[src/rtl/pipe_hazard_ctrl_pkg.sv]
// Shared types for the RV32I pipeline hazard controller: pipe register indices,
// forwarding selects and controller states.
package pipe_hazard_ctrl_pkg;

    localparam int NUM_STAGES = 5;

    typedef enum logic [2:0] {
        PC     = 3'd0,
        IF_ID  = 3'd1,
        ID_EX  = 3'd2,
        EX_MEM = 3'd3,
        MEM_WB = 3'd4
    } pipe_stage_t;

    typedef enum logic [1:0] {
        FWD_RF  = 2'b00,
        FWD_MEM = 2'b01,
        FWD_WB  = 2'b10
    } fwd_sel_t;

    typedef enum logic {
        RUN  = 1'b0,
        DROP = 1'b1
    } ctrl_state_t;

endpackage

[src/rtl/pipe_hazard_ctrl_if.sv]
// Bundle between the pipeline datapath (master) and the hazard controller (slave).
interface pipe_hazard_ctrl_if #(parameter int REG_ADDR_W = 5) ();
    import pipe_hazard_ctrl_pkg::*;

    // Cache handshakes are request/response: a request stays high until the cycle
    // its response is seen; request & ~response marks a stalled access that cycle.
    logic                  imem_read;
    logic                  imem_resp;
    logic                  dmem_req;
    logic                  dmem_resp;
    logic                  redirect;
    logic [REG_ADDR_W-1:0] id_rs1;
    logic [REG_ADDR_W-1:0] id_rs2;
    logic                  id_use_rs1;
    logic                  id_use_rs2;
    logic [REG_ADDR_W-1:0] ex_rs1;
    logic [REG_ADDR_W-1:0] ex_rs2;
    logic [REG_ADDR_W-1:0] ex_rd;
    logic [REG_ADDR_W-1:0] mem_rd;
    logic [REG_ADDR_W-1:0] wb_rd;
    logic                  ex_ld_reg;
    logic                  mem_ld_reg;
    logic                  wb_ld_reg;
    logic                  ex_is_load;

    logic [NUM_STAGES-1:0] stage_load;
    logic [NUM_STAGES-1:0] stage_flush;
    logic [NUM_STAGES-1:0] stage_valid;
    logic [1:0]            fwd_sel1;
    logic [1:0]            fwd_sel2;
    ctrl_state_t           dbg_state;

    modport master (
        output imem_read, imem_resp, dmem_req, dmem_resp, redirect,
        output id_rs1, id_rs2, id_use_rs1, id_use_rs2, ex_rs1, ex_rs2,
        output ex_rd, mem_rd, wb_rd, ex_ld_reg, mem_ld_reg, wb_ld_reg, ex_is_load,
        input  stage_load, stage_flush, stage_valid, fwd_sel1, fwd_sel2, dbg_state
    );

    modport slave (
        input  imem_read, imem_resp, dmem_req, dmem_resp, redirect,
        input  id_rs1, id_rs2, id_use_rs1, id_use_rs2, ex_rs1, ex_rs2,
        input  ex_rd, mem_rd, wb_rd, ex_ld_reg, mem_ld_reg, wb_ld_reg, ex_is_load,
        output stage_load, stage_flush, stage_valid, fwd_sel1, fwd_sel2, dbg_state
    );

endinterface

[src/rtl/pipe_hazard_ctrl_hazard_fwd_unit.sv]
// Combinational RAW hazard detection against EX/MEM and forwarding select for EX operands.
module hazard_fwd_unit
    import pipe_hazard_ctrl_pkg::*;
#(
    parameter int REG_ADDR_W = 5,
    parameter bit FWD_EN     = 1'b1
) (
    input  logic [REG_ADDR_W-1:0] id_rs1,
    input  logic [REG_ADDR_W-1:0] id_rs2,
    input  logic                  id_use_rs1,
    input  logic                  id_use_rs2,
    input  logic [REG_ADDR_W-1:0] ex_rs1,
    input  logic [REG_ADDR_W-1:0] ex_rs2,
    input  logic [REG_ADDR_W-1:0] ex_rd,
    input  logic [REG_ADDR_W-1:0] mem_rd,
    input  logic [REG_ADDR_W-1:0] wb_rd,
    input  logic                  ex_ld_reg,
    input  logic                  mem_ld_reg,
    input  logic                  wb_ld_reg,
    input  logic                  ex_is_load,
    input  logic                  mem_valid,
    input  logic                  wb_valid,
    output logic                  hazard,
    output fwd_sel_t              fwd_sel1,
    output fwd_sel_t              fwd_sel2
);

    // x0 is hardwired zero, so it never creates a dependency.
    function automatic logic dep_hit(input logic en, input logic [REG_ADDR_W-1:0] rs,
                                     input logic [REG_ADDR_W-1:0] rd, input logic wr);
        return en && wr && (rs != '0) && (rs == rd);
    endfunction

    function automatic fwd_sel_t pick_src(input logic [REG_ADDR_W-1:0] rs);
        if (!FWD_EN)                                 return FWD_RF;
        if (dep_hit(mem_valid, rs, mem_rd, mem_ld_reg)) return FWD_MEM;
        if (dep_hit(wb_valid, rs, wb_rd, wb_ld_reg))    return FWD_WB;
        return FWD_RF;
    endfunction

    logic ex_hit;
    logic mem_hit;

    always_comb begin
        ex_hit  = dep_hit(id_use_rs1, id_rs1, ex_rd, ex_ld_reg)
                | dep_hit(id_use_rs2, id_rs2, ex_rd, ex_ld_reg);
        mem_hit = dep_hit(id_use_rs1, id_rs1, mem_rd, mem_ld_reg)
                | dep_hit(id_use_rs2, id_rs2, mem_rd, mem_ld_reg);
        if (FWD_EN) hazard = ex_hit & ex_is_load;
        else        hazard = ex_hit | mem_hit;
        fwd_sel1 = pick_src(ex_rs1);
        fwd_sel2 = pick_src(ex_rs2);
    end

endmodule

[src/rtl/pipe_hazard_ctrl.sv]
// Five-stage pipeline controller: pipe register load/bubble enables, valid tracking,
// dropped-fetch handling after redirects, and saturating stall/flush counters.
module pipe_hazard_ctrl
    import pipe_hazard_ctrl_pkg::*;
#(
    parameter int REG_ADDR_W = 5,
    parameter int BR_STAGE   = 2,
    parameter bit FWD_EN     = 1'b1,
    parameter int CNT_W      = 32
) (
    input  logic             clk,
    input  logic             reset,
    pipe_hazard_ctrl_if.slave bus,
    output logic [CNT_W-1:0] stall_cnt,
    output logic [CNT_W-1:0] flush_cnt
);

    localparam logic [CNT_W-1:0] CNT_ONE = CNT_W'(1);

    ctrl_state_t           state_q, state_d;
    logic [NUM_STAGES-1:0] valid_q, valid_d;
    logic [CNT_W-1:0]      stall_cnt_q, stall_cnt_d;
    logic [CNT_W-1:0]      flush_cnt_q, flush_cnt_d;
    logic [NUM_STAGES-1:0] load, flush, prev_valid;
    logic                  mem_stall, if_stall, hazard;
    fwd_sel_t              fwd1, fwd2;

    hazard_fwd_unit #(.REG_ADDR_W(REG_ADDR_W), .FWD_EN(FWD_EN)) u_hazard_fwd (
        .id_rs1     (bus.id_rs1),
        .id_rs2     (bus.id_rs2),
        .id_use_rs1 (bus.id_use_rs1),
        .id_use_rs2 (bus.id_use_rs2),
        .ex_rs1     (bus.ex_rs1),
        .ex_rs2     (bus.ex_rs2),
        .ex_rd      (bus.ex_rd),
        .mem_rd     (bus.mem_rd),
        .wb_rd      (bus.wb_rd),
        .ex_ld_reg  (bus.ex_ld_reg),
        .mem_ld_reg (bus.mem_ld_reg),
        .wb_ld_reg  (bus.wb_ld_reg),
        .ex_is_load (bus.ex_is_load),
        .mem_valid  (valid_q[EX_MEM]),
        .wb_valid   (valid_q[MEM_WB]),
        .hazard     (hazard),
        .fwd_sel1   (fwd1),
        .fwd_sel2   (fwd2)
    );

    always_comb begin
        mem_stall = bus.dmem_req & ~bus.dmem_resp;
        if_stall  = bus.imem_read & ~bus.imem_resp;
        load      = '1;
        flush     = '0;
        state_d   = state_q;
        if (reset) begin
            load  = '0;
            flush = '1;
        end else if (mem_stall) begin
            load = '0;
        end else if (bus.redirect) begin
            flush[IF_ID] = 1'b1;
            if (BR_STAGE == 2) flush[ID_EX] = 1'b1;
            // A fetch still in flight belongs to the wrong path and must be discarded.
            if (if_stall || state_q == DROP) state_d = DROP;
        end else begin
            if (hazard) begin
                load[PC]      = 1'b0;
                load[IF_ID]   = 1'b0;
                flush[ID_EX]  = 1'b1;
            end else if (if_stall || state_q == DROP) begin
                load[PC]      = 1'b0;
                flush[IF_ID]  = 1'b1;
            end
            if (state_q == DROP && bus.imem_resp) state_d = RUN;
        end
    end

    always_comb begin
        prev_valid = {valid_q[NUM_STAGES-2:0], 1'b1};
        for (int i = 0; i < NUM_STAGES; i++) begin
            valid_d[i] = valid_q[i];
            if (load[i]) valid_d[i] = flush[i] ? 1'b0 : prev_valid[i];
        end
        stall_cnt_d = stall_cnt_q;
        if (!reset && !(&load) && stall_cnt_q != '1) stall_cnt_d = stall_cnt_q + CNT_ONE;
        flush_cnt_d = flush_cnt_q;
        if (!reset && !mem_stall && bus.redirect && flush_cnt_q != '1)
            flush_cnt_d = flush_cnt_q + CNT_ONE;
    end

    always_ff @(posedge clk) begin
        if (reset) begin
            state_q     <= RUN;
            valid_q     <= '0;
            stall_cnt_q <= '0;
            flush_cnt_q <= '0;
        end else begin
            state_q     <= state_d;
            valid_q     <= valid_d;
            stall_cnt_q <= stall_cnt_d;
            flush_cnt_q <= flush_cnt_d;
        end
    end

    always_comb begin
        bus.stage_load  = load;
        bus.stage_flush = flush;
        bus.stage_valid = valid_q;
        bus.fwd_sel1    = reset ? FWD_RF : fwd1;
        bus.fwd_sel2    = reset ? FWD_RF : fwd2;
        bus.dbg_state   = state_q;
        stall_cnt       = stall_cnt_q;
        flush_cnt       = flush_cnt_q;
    end

endmodule

[src/flat_wrapper.sv]
// flat-port wrapper written by rule: the top's interface ports become plain ports
module pipe_hazard_ctrl_flat import pipe_hazard_ctrl_pkg::*;
#(
    parameter int REG_ADDR_W = 5,
    parameter int BR_STAGE   = 2,
    parameter bit FWD_EN     = 1'b1,
    parameter int CNT_W      = 32
)
  (clk, reset, stall_cnt, flush_cnt, bus_imem_read, bus_imem_resp, bus_dmem_req, bus_dmem_resp, bus_redirect, bus_id_rs1, bus_id_rs2, bus_id_use_rs1, bus_id_use_rs2, bus_ex_rs1, bus_ex_rs2, bus_ex_rd, bus_mem_rd, bus_wb_rd, bus_ex_ld_reg, bus_mem_ld_reg, bus_wb_ld_reg, bus_ex_is_load, bus_stage_load, bus_stage_flush, bus_stage_valid, bus_fwd_sel1, bus_fwd_sel2, bus_dbg_state);
  pipe_hazard_ctrl_if #(.REG_ADDR_W(REG_ADDR_W)) bus_i ();
  input  logic clk;
  input  logic reset;
  output logic [CNT_W-1:0] stall_cnt;
  output logic [CNT_W-1:0] flush_cnt;
  input wire logic [$bits(bus_i.imem_read)-1:0] bus_imem_read;
  input wire logic [$bits(bus_i.imem_resp)-1:0] bus_imem_resp;
  input wire logic [$bits(bus_i.dmem_req)-1:0] bus_dmem_req;
  input wire logic [$bits(bus_i.dmem_resp)-1:0] bus_dmem_resp;
  input wire logic [$bits(bus_i.redirect)-1:0] bus_redirect;
  input wire logic [$bits(bus_i.id_rs1)-1:0] bus_id_rs1;
  input wire logic [$bits(bus_i.id_rs2)-1:0] bus_id_rs2;
  input wire logic [$bits(bus_i.id_use_rs1)-1:0] bus_id_use_rs1;
  input wire logic [$bits(bus_i.id_use_rs2)-1:0] bus_id_use_rs2;
  input wire logic [$bits(bus_i.ex_rs1)-1:0] bus_ex_rs1;
  input wire logic [$bits(bus_i.ex_rs2)-1:0] bus_ex_rs2;
  input wire logic [$bits(bus_i.ex_rd)-1:0] bus_ex_rd;
  input wire logic [$bits(bus_i.mem_rd)-1:0] bus_mem_rd;
  input wire logic [$bits(bus_i.wb_rd)-1:0] bus_wb_rd;
  input wire logic [$bits(bus_i.ex_ld_reg)-1:0] bus_ex_ld_reg;
  input wire logic [$bits(bus_i.mem_ld_reg)-1:0] bus_mem_ld_reg;
  input wire logic [$bits(bus_i.wb_ld_reg)-1:0] bus_wb_ld_reg;
  input wire logic [$bits(bus_i.ex_is_load)-1:0] bus_ex_is_load;
  output wire logic [$bits(bus_i.stage_load)-1:0] bus_stage_load;
  output wire logic [$bits(bus_i.stage_flush)-1:0] bus_stage_flush;
  output wire logic [$bits(bus_i.stage_valid)-1:0] bus_stage_valid;
  output wire logic [$bits(bus_i.fwd_sel1)-1:0] bus_fwd_sel1;
  output wire logic [$bits(bus_i.fwd_sel2)-1:0] bus_fwd_sel2;
  output wire logic [$bits(bus_i.dbg_state)-1:0] bus_dbg_state;
  assign bus_i.imem_read = bus_imem_read;
  assign bus_i.imem_resp = bus_imem_resp;
  assign bus_i.dmem_req = bus_dmem_req;
  assign bus_i.dmem_resp = bus_dmem_resp;
  assign bus_i.redirect = bus_redirect;
  assign bus_i.id_rs1 = bus_id_rs1;
  assign bus_i.id_rs2 = bus_id_rs2;
  assign bus_i.id_use_rs1 = bus_id_use_rs1;
  assign bus_i.id_use_rs2 = bus_id_use_rs2;
  assign bus_i.ex_rs1 = bus_ex_rs1;
  assign bus_i.ex_rs2 = bus_ex_rs2;
  assign bus_i.ex_rd = bus_ex_rd;
  assign bus_i.mem_rd = bus_mem_rd;
  assign bus_i.wb_rd = bus_wb_rd;
  assign bus_i.ex_ld_reg = bus_ex_ld_reg;
  assign bus_i.mem_ld_reg = bus_mem_ld_reg;
  assign bus_i.wb_ld_reg = bus_wb_ld_reg;
  assign bus_i.ex_is_load = bus_ex_is_load;
  assign bus_stage_load = bus_i.stage_load;
  assign bus_stage_flush = bus_i.stage_flush;
  assign bus_stage_valid = bus_i.stage_valid;
  assign bus_fwd_sel1 = bus_i.fwd_sel1;
  assign bus_fwd_sel2 = bus_i.fwd_sel2;
  assign bus_dbg_state = bus_i.dbg_state;
  pipe_hazard_ctrl #(.REG_ADDR_W(REG_ADDR_W), .BR_STAGE(BR_STAGE), .FWD_EN(FWD_EN), .CNT_W(CNT_W)) u_core (.clk(clk), .reset(reset), .bus(bus_i), .stall_cnt(stall_cnt), .flush_cnt(flush_cnt));
endmodule
[config.mk]
export PLATFORM = sky130hd
export DESIGN_NAME = pipe_hazard_ctrl_flat
export DESIGN_NICKNAME = d
export VERILOG_FILES = /design/src/rtl/pipe_hazard_ctrl_pkg.sv /design/src/rtl/pipe_hazard_ctrl_if.sv /design/src/rtl/pipe_hazard_ctrl_hazard_fwd_unit.sv /design/src/rtl/pipe_hazard_ctrl.sv /design/src/flat_wrapper.sv
export SDC_FILE = /design/constraint.sdc
export NUM_CORES = 1
export LEC_CHECK = 0
export ABC_AREA = 1
export ABC_CLOCK_PERIOD_IN_PS = 2200
export CAP_MARGIN = 20
export CORE_MARGIN = 2
export CORE_UTILIZATION = 50
export CTS_CLUSTER_SIZE = 30
export DETAILED_ROUTE_END_ITERATION = 8
export MAX_ROUTING_LAYER = met4
export PLACE_DENSITY = 0.81
export SYNTH_ARGS = -nofsm -noshare
export SYNTH_HDL_FRONTEND = slang
export SYNTH_HIERARCHICAL = 1
export SYNTH_SLANG_ARGS = --single-unit
[constraint.sdc]
create_clock -name clk -period 2.2 [get_ports clk]
set_input_delay 0.22 -clock clk [delete_from_list [all_inputs] [get_ports clk]]
set_output_delay 0.22 -clock clk [all_outputs]
set_load 0.05 [all_outputs]
==> results_dict.tcl, run 1 <==
set metrics [dict create \
    antenna_found_initial 0 \
    grt_pass1_wl_mm 23.9 \
    worst_pin_slew_ps 539 \
    grt_pass1_vias 5275 \
    yosys.area_share.adder 0.00483 \
    yosys_warnings 6 \
    io_pins 132 \
    start_kind "input pin" \
    nFillCells 927 \
    dp_hpwl_mm 11.0 \
    power_density_nw_per_um2 415 \
    slew_headroom 0.641 \
    status "finished clean" \
    cp_data_arrival_time_ps 1910 \
    cp-endpoint "bus_stage_flush[1]" \
    wl_mm 14.4 \
    worstSetupPathType "in -> out" \
    cap_violations 0 \
    grt_max_degree 44 \
    htreeDepth 3 \
    num_rows 37 \
    vdd_ir_drop_max_v 0.000355 \
    period_needed_ps 2130 \
    muxShareOfSynthArea 0 \
    viasPerCell 4.96 \
    critical_path.max_stage_delay_ps 500 \
    postSynthCellCount 891 \
    synth-xor-area-share 0.0525 \
    synth_cell_type_count 36 \
    place.gp.congestion 0.950 \
    syn-cell-area_um2 5180 \
    required_ps 1980 \
    r2r_cells 10 \
    crit_slowest_cell "clkdlybuf4s50_1" \
    setup_tns_ps 0 \
    clk_pin_slew_worst_paths_ps 70 \
    drt_iter0_markers 276 \
    dieArea_um2 11200 \
    die_w_um 106 \
    syn_nets 941 \
    cts_buffer_depth 2 \
    grt_usage 0.267 \
    cp-startpoint "bus_id_rs2[1]" \
    clk_latency_ps 340 \
    finalMaxSlewViolations 0 \
    synth_top_family_by_area "simple AND/OR/NAND/NOR gates" \
    antenna_left 0 \
    vias 5814 \
    seq_area_frac_synth 0.271 \
    fin_util 0.689 \
    initial_core_util 0.508 \
    post_drt_wl_per_cell_um 12.3 \
    hold_path.class "in -> reg" \
    finalPower_w 0.00291 \
    firstDrtPassIters 5 \
    synth.avg_cell_area_um2 5.81 \
    worstReg2RegStart "u_core/flush_cnt[1]$_SDFFE_PP0P_" \
    layout-drive-gt1-share 0.0995 \
    clock-sinks 70 \
    setup_viol 0 \
    end_kind "output port" \
    area_growth_pct 35.5 \
    hold_buffers 0 \
    io_buffers 131 \
    p_leak_nw 2.81 \
    core_um2 10200 \
    clockRootBuffer "clkbuf_8" \
    cp_cell_sequence "clkdlybuf4s50_1 > inv_1 > nand2_1 > nand2_1 > nor2_1 > nand4_1 > a21oi_2 > nand2_1 > nand2_2 > buf_4 > o21ai_1 > buf_4 > buf_12" \
    ys_ff_latch 70 \
    yosys.area_share.simple 0.485 \
    dieHeight_um 106 \
    min_period_over_period 0.968 \
    synth_compound_area_frac 0.0863 \
    hold_violations 0 \
    reg2reg_slack_ps 280 \
    r2r-end "u_core/flush_cnt[15]$_SDFFE_PP0P_" \
    grt-ovfl-total 0 \
    fin_skew_ps 10.9 \
    cts_made_buffers 9 \
    nets 1081 \
    clock.fmax_mhz 470 \
    antenna_cells 0 \
    cpMostUsedCell "nand2_1" \
    remaining_drc_errors 0 \
    path_max_fanout 3 \
    cts_tree "built" \
]
## state kept, by name, summed over array words and instances, names as in the netlist
name and count:
u_core/stall_cnt 32, u_core/bus.stage_valid 5, u_core/flush_cnt 32, u_core/bus.dbg_state 1
## per-layer routing
metal	vias to the layer above	wire, um	global-route usage
met5	-	0	-
met4	0	372	0.104
met3	34	871	0.0340
met2	221	6630	0.435
met1	2522	6560	0.339
li1	3037	-	-
## synthesized netlist by cell type (all sizes together)
library cell	number	share of area
nand4	15	0.018
nor3	7	0.0068
nand3	38	0.037
clkbuf	7	0.0051
a21oi	55	0.062
a211oi	1	0.0015
o22ai	5	0.0060
xor2	19	0.032
nor2	167	0.14
nand3b	2	0.0029
clkinv	1	0.00097
ha	2	0.0048
nand2	363	0.28
buf	15	0.027
or2	2	0.0024
o21ai	14	0.014
nor3b	1	0.0015
o31ai	1	0.0015
inv	93	0.067
dfxtp	70	0.27
xnor2	12	0.020
o211a	1	0.0019
## what timing repair did
item / 4_1_cts / 5_1_grt
setup buffers: 0 / 1
endpoints found under the setup margin: 1 / 3
resized for setup: 1 / 22
endpoints found under the hold margin: 0 / 0
pin swaps: 0 / 8
## stage by stage
step | hold slack [ps] | worst slack (ps) | instances | cell area (um^2)
floorplan | 351 | 5.55 | 891 | 5180
detailed placement | 476 | -115 | 1155 | 6740
finish | 409 | 70.5 | 1171 | 7020
CTS | 389 | 15.8 | 1170 | 6960
global route | 406 | -4.62 | 1171 | 7020
global placement | 460 | -35.7 | 1155 | 6740
## worst max-delay path: cells and delay by family
kind                   cells  cell delay, ps
AND/OR/NAND/NOR            6             500
buffers and inverters      5             970
AO/OA/AOI/OAI              2             240
## final cells by class
type / count / area [um^2] / share of cell area
clock buffer: 10 / 138 / 0.0196
clock inverter: 5 / 83.8 / 0.0119
inverter: 94 / 354 / 0.0505
multi-input combinational: 705 / 3270 / 0.466
sequential: 70 / 1400 / 0.200
tap: 136 / 170 / 0.0243
timing repair buffer: 151 / 1600 / 0.228
## worst min-delay path by stage
stage                                      startpoint                                     end  depth (start not counted)
2_1_floorplan                            bus_redirect       u_core/bus.dbg_state$_SDFFE_PP0P_                          2
3_3_place_gp   u_core/bus.stage_valid[0]$_SDFFE_PP0P_  u_core/bus.stage_valid[0]$_SDFFE_PP0P_                          2
3_5_place_dp   u_core/bus.stage_valid[0]$_SDFFE_PP0P_  u_core/bus.stage_valid[0]$_SDFFE_PP0P_                          2
4_1_cts                                         reset       u_core/flush_cnt[20]$_SDFFE_PP0P_                          3
5_1_grt                                         reset       u_core/flush_cnt[20]$_SDFFE_PP0P_                          3
6_report                                        reset       u_core/flush_cnt[20]$_SDFFE_PP0P_                          3
## cells by family after synthesis
logic type | count (synthesis)
AOI/OAI and AO/OA | 77
xor gates and xnor gates | 31
adders and majority gates | 2
buffers and inverters | 116
DFF | 70
and+or+nand+nor | 595
## where the power goes
part,switching [W],internal [W]
logic,0.000273,0.000198
clock network,0.000491,0.000665
registers,0.00000869,0.00128
total,0.000773,0.00214
## layout by cell type, fill, tap and decap left out, drive strengths merged
cell / Yosys / routed
xnor2: 12 / 12
clkdlybuf4s50: 0 / 106
xor2: 19 / 19
a21oi: 55 / 55
clkinvlp: 0 / 2
buf: 15 / 32
nor2: 167 / 167
o31ai: 1 / 1
nand3: 38 / 38
o22ai: 5 / 5
nand3b: 2 / 2
nor3b: 1 / 1
o211a: 1 / 1
ha: 2 / 2
inv: 93 / 93
o21ai: 14 / 14
nand4: 15 / 15
dlymetal6s2s: 0 / 13
clkbuf: 7 / 10
nor3: 7 / 7
dfxtp: 70 / 70
a211oi: 1 / 1
or2: 2 / 2
nand2: 363 / 363
bufinv: 0 / 2
clkinv: 1 / 2
(Power assumes the default switching activity.)
==> run 2, diff against run 1 <==
Settings changed: GPL_TIMING_DRIVEN set to 0.
==> results_dict.tcl, run 2 (synthesized netlist as in run 1, its figures left out) <==
set metrics [dict create \
    viasPerCell 5.03 \
    cts_tree "built" \
    clk_latency_ps 340 \
    end_kind "output port" \
    antenna_cells 0 \
    p_leak_nw 2.66 \
    comb_power_share 0.162 \
    clock_power_share 0.376 \
    place.gp.congestion 0.972 \
    post-place-ws_ps -432 \
    layout-drive-gt1-share 0.0849 \
    die_w_um 106 \
    cp_data_arrival_time_ps 1860 \
    grt_pass1_vias 5166 \
    drt_iter0_markers 277 \
    min_period_over_period 0.944 \
    cap_violations 0 \
    reg2reg_slack_ps 220 \
    clockRootBuffer "clkbuf_8" \
    io_pins 132 \
    setup_tns_ps 0 \
    grt_usage 0.271 \
    p_int_w 0.00204 \
    clock-sinks 70 \
    slew_headroom 0.607 \
    pwr-share-seq 0.462 \
    fin_skew_ps 10.2 \
    timing.final.ws_setup_ps 124 \
    cts_buffer_depth 2 \
    wl_mm 14.8 \
    min_path_cells 4 \
    r2r_cells 11 \
    grt_max_degree 11 \
    vdd_ir_drop_max_v 0.000356 \
    min-delay-start "reset" \
    start_kind "input pin" \
    worstSetupPathType "in -> out" \
    fin_area_um2 6840 \
    firstDrtPassIters 5 \
    post_drt_wl_per_cell_um 12.6 \
    final_common_cell "nand2_1" \
    htreeDepth 3 \
    io_buffers 130 \
    nets 1084 \
    grt_pass1_wl_mm 23.9 \
    r2r-end "u_core/flush_cnt[12]$_SDFFE_PP0P_" \
    hold_buffers 0 \
    setup_viol 0 \
    worstReg2RegStart "u_core/flush_cnt[1]$_SDFFE_PP0P_" \
    remaining_drc_errors 0 \
    path_max_fanout 3 \
    dp_hpwl_mm 11.5 \
    nFillCells 976 \
    status "finished clean" \
    hold_violations 0 \
    dieArea_um2 11200 \
    clock.fmax_mhz 482 \
    cp-endpoint "bus_stage_load[0]" \
    initial_core_util 0.508 \
    hold_path.class "in -> reg" \
    vias 5895 \
    period_needed_ps 2080 \
    clk_pin_slew_worst_paths_ps 70 \
    finalMaxSlewViolations 0 \
    fin_util 0.672 \
    p_sw_w 0.000752 \
    rsz0062_at_grt "true" \
    required_ps 1980 \
    cp-startpoint "bus_id_rs1[3]" \
    p_sw_frac 0.270 \
    antenna_left 0 \
    area_growth_pct 32.2 \
    dieHeight_um 106 \
    num_rows 37 \
    dpl_cell_area_um2 6650 \
    layout_common_cells "nand2_1, nor2_1, clkdlybuf4s50_1" \
    cts_made_buffers 9 \
    worst_pin_slew_ps 590 \
    antenna_found_initial 0 \
    core_um2 10200 \
    power_density_nw_per_um2 408 \
    grt-ovfl-total 0 \
]
-- run 2: how the worst min path moves through the flow --
stage / endpoint / slack [ps]
after floorplan: u_core/bus.dbg_state$_SDFFE_PP0P_ / 350
after global placement: u_core/bus.stage_valid[0]$_SDFFE_PP0P_ / 460
after detailed placement: u_core/bus.stage_valid[0]$_SDFFE_PP0P_ / 470
after CTS: u_core/flush_cnt[18]$_SDFFE_PP0P_ / 390
after global routing: u_core/flush_cnt[18]$_SDFFE_PP0P_ / 430
final: u_core/flush_cnt[18]$_SDFFE_PP0P_ / 410
-- run 2: what timing repair did --
item,4_1_cts,5_1_grt
pin swaps,1,1
resized for setup,20,27
endpoints found under the setup margin,28,41
buffers inserted,1,1
cloned,0,0
-- run 2: power groups by stage --
stage	logic (W)	clock network (W)	registers [W]
after floorplan	0.000224	0	0.00135
after global placement	0.000444	0	0.00132
after detailed placement	0.000447	0	0.00132
after CTS	0.000445	0.00107	0.00129
after global routing	0.000488	0.00112	0.00129
final	0.000452	0.00105	0.00129
-- run 2: cell type report --
cell class / instances / area (um^2) / area share
inverter: 94 / 357 / 0.0521
clock inverter: 1 / 30.0 / 0.00439
sequential: 70 / 1400 / 0.205
buffer: 22 / 179 / 0.0262
tap: 136 / 170 / 0.0249
multi-input combinational: 705 / 3260 / 0.476
clock buffer: 13 / 159 / 0.0232
timing repair buffer: 132 / 1280 / 0.188
-- run 2: layer usage --
metal,GRT usage,vias up,part of all wire
li1,-,3047,-
met1,0.353,2650,0.45
met2,0.434,170,0.46
met3,0.0334,28,0.058
met4,0.0949,0,0.027
met5,-,-,0
-- run 2: through the flow --
stage	power (W)	instances	hold WS [ps]
2_1_floorplan	0.00157	891	351
3_3_place_gp	0.00176	1157	461
3_5_place_dp	0.00176	1157	469
4_1_cts	0.00280	1172	389
5_1_grt	0.00289	1173	433
6_report	0.00279	1173	413
-- run 2: worst max-delay path, cell delays in order --
cell and delay, ps:
clkdlybuf4s50_1 510, inv_1 60, nand2_1 70, nand2_1 50
nor2_1 100, nand4_1 110, a21oi_2 180, nand2_1 80
nand2_2 90, nor2_1 50, nand2_1 100, inv_1 40
buf_2 200
==> run 3, diff against run 2 <==
Settings changed: SETUP_SLACK_MARGIN set to 0.3, SKIP_CTS_REPAIR_TIMING set to 1.
==> results_dict.tcl, run 3 (synthesized netlist as in run 1, its figures left out) <==
set metrics [dict create \
    cap_violations 0 \
    fin_util 0.715 \
    min_period_over_period 0.852 \
    drt_iter0_markers 315 \
    grt-ovfl-total 0 \
    clock-sinks 70 \
    setup_viol 0 \
    firstDrtPassIters 5 \
    initial_core_util 0.508 \
    wl_mm 15.5 \
    die_w_um 106 \
    cts_tree "built" \
    antenna_cells 0 \
    start_kind "flop" \
    grt_max_degree 13 \
    worstSetupPathType "reg -> out" \
    area_growth_pct 40.7 \
    hold_slack_ps 359 \
    p_sw_frac 0.267 \
    comb_power_share 0.162 \
    htreeDepth 3 \
    power_density_nw_per_um2 417 \
    clock.fmax_mhz 534 \
    cts_buffer_depth 2 \
    post_drt_wl_per_cell_um 13.1 \
    pwr-share-seq 0.424 \
    p_int_w 0.00222 \
    rsz0062_at_grt "true" \
    dp_hpwl_mm 11.5 \
    post-place-ws_ps -440 \
    slew_headroom 0.551 \
    p_sw_w 0.000812 \
    antenna_found_initial 0 \
    io_pins 132 \
    final_common_cell "nand2_1" \
    p_leak_nw 3.28 \
    grt_usage 0.277 \
    io_buffers 130 \
    core_um2 10200 \
    nets 1096 \
    dieArea_um2 11200 \
    cp_data_arrival_time_ps 1650 \
    cts_made_buffers 9 \
    finalMaxSlewViolations 0 \
    layout-drive-gt1-share 0.141 \
    end_kind "output port" \
    clockRootBuffer "clkbuf_8" \
    place.gp.congestion 0.968 \
    grt_pass1_wl_mm 24.7 \
    remaining_drc_errors 0 \
    worst_pin_slew_ps 674 \
    viasPerCell 5.03 \
    clk_pin_slew_worst_paths_ps 80 \
    hold_path.class "in -> reg" \
    period_needed_ps 1870 \
    layout_common_cells "nand2_1, nor2_1, inv_1" \
    setup_tns_ps 0 \
    timing.final.ws_setup_ps 326 \
    required_ps 1980 \
    antenna_left 0 \
    clk_latency_ps 350 \
    stdcell_count 1187 \
    grt_pass1_vias 5378 \
    vias 5974 \
    clock_power_share 0.414 \
    path_max_fanout 7 \
    dp_cells 1157 \
    dieHeight_um 106 \
    num_rows 37 \
    fin_skew_ps 15.0 \
    vdd_ir_drop_max_v 0.000397 \
    status "finished clean" \
    hold_violations 0 \
]
run 3: cell count changes in the layout (fill, tap and decap cells not counted), moves of 4 or more:
cell / before / now
buf_4: 10 / 19
buf_6: 5 / 9
clkbuf_16: 0 / 4
clkdlybuf4s50_1: 119 / 81
dfxtp_1: 69 / 50
dfxtp_2: 1 / 17
dlymetal6s2s_1: 1 / 39
inv_1: 89 / 85
nor2_1: 154 / 142
nor2_2: 7 / 19
run 3: final timing paths:
path / to / slack, ps / from / cells after the start
worst max-delay path: flush_cnt[0] / 330 / u_core/flush_cnt[0]$_SDFFE_PP0P_ / 2
worst min-delay path: u_core/flush_cnt[18]$_SDFFE_PP0P_ / 360 / reset / 4
worst max register to register: u_core/flush_cnt[8]$_SDFFE_PP0P_ / 390 / u_core/flush_cnt[0]$_SDFFE_PP0P_ / 11
worst min register to register: u_core/bus.stage_valid[3]$_SDFFE_PP0P_ / 490 / u_core/bus.stage_valid[2]$_SDFFE_PP0P_ / 2
run 3: routing by layer:
layer,vias to the layer above,GRT usage,share of wire
li1,3072,-,-
met5,-,-,0
met1,2668,0.343,0.43
met3,38,0.0328,0.059
met2,196,0.460,0.48
met4,0,0.115,0.031
run 3: through the flow:
stage / instance area, um^2 / total power (W)
6_report: 7280 / 0.00304
5_1_grt: 7280 / 0.00316
4_1_cts: 6930 / 0.00301
3_5_place_dp: 6680 / 0.00177
3_3_place_gp: 6680 / 0.00176
2_1_floorplan: 5210 / 0.00157
run 3: power groups by stage:
stage	Clock, W	Sequential [W]	Combinational, W
global placement	0	0.00132	0.000445
global route	0.00134	0.00129	0.000527
detailed placement	0	0.00132	0.000448
finish	0.00126	0.00129	0.000492
floorplan	0	0.00135	0.000225
CTS	0.00127	0.00129	0.000450
run 3: area by class of cell:
type | count | area [um^2]
Clock inverter | 4 | 76.3
Tap cell | 136 | 170
Timing Repair Buffer | 144 | 1540
Inverter | 94 | 364
Fill cell | 885 | 2900
Sequential cell | 70 | 1430
Clock buffer | 12 | 166
Multi-Input combinational cell | 705 | 3350
Buffer | 22 | 183
run 3: critical path, cell delays in order, from the launching register on:
cell             delay (ps)
dfxtp_4                 410
buf_4                   120
clkdlybuf4s50_1         790
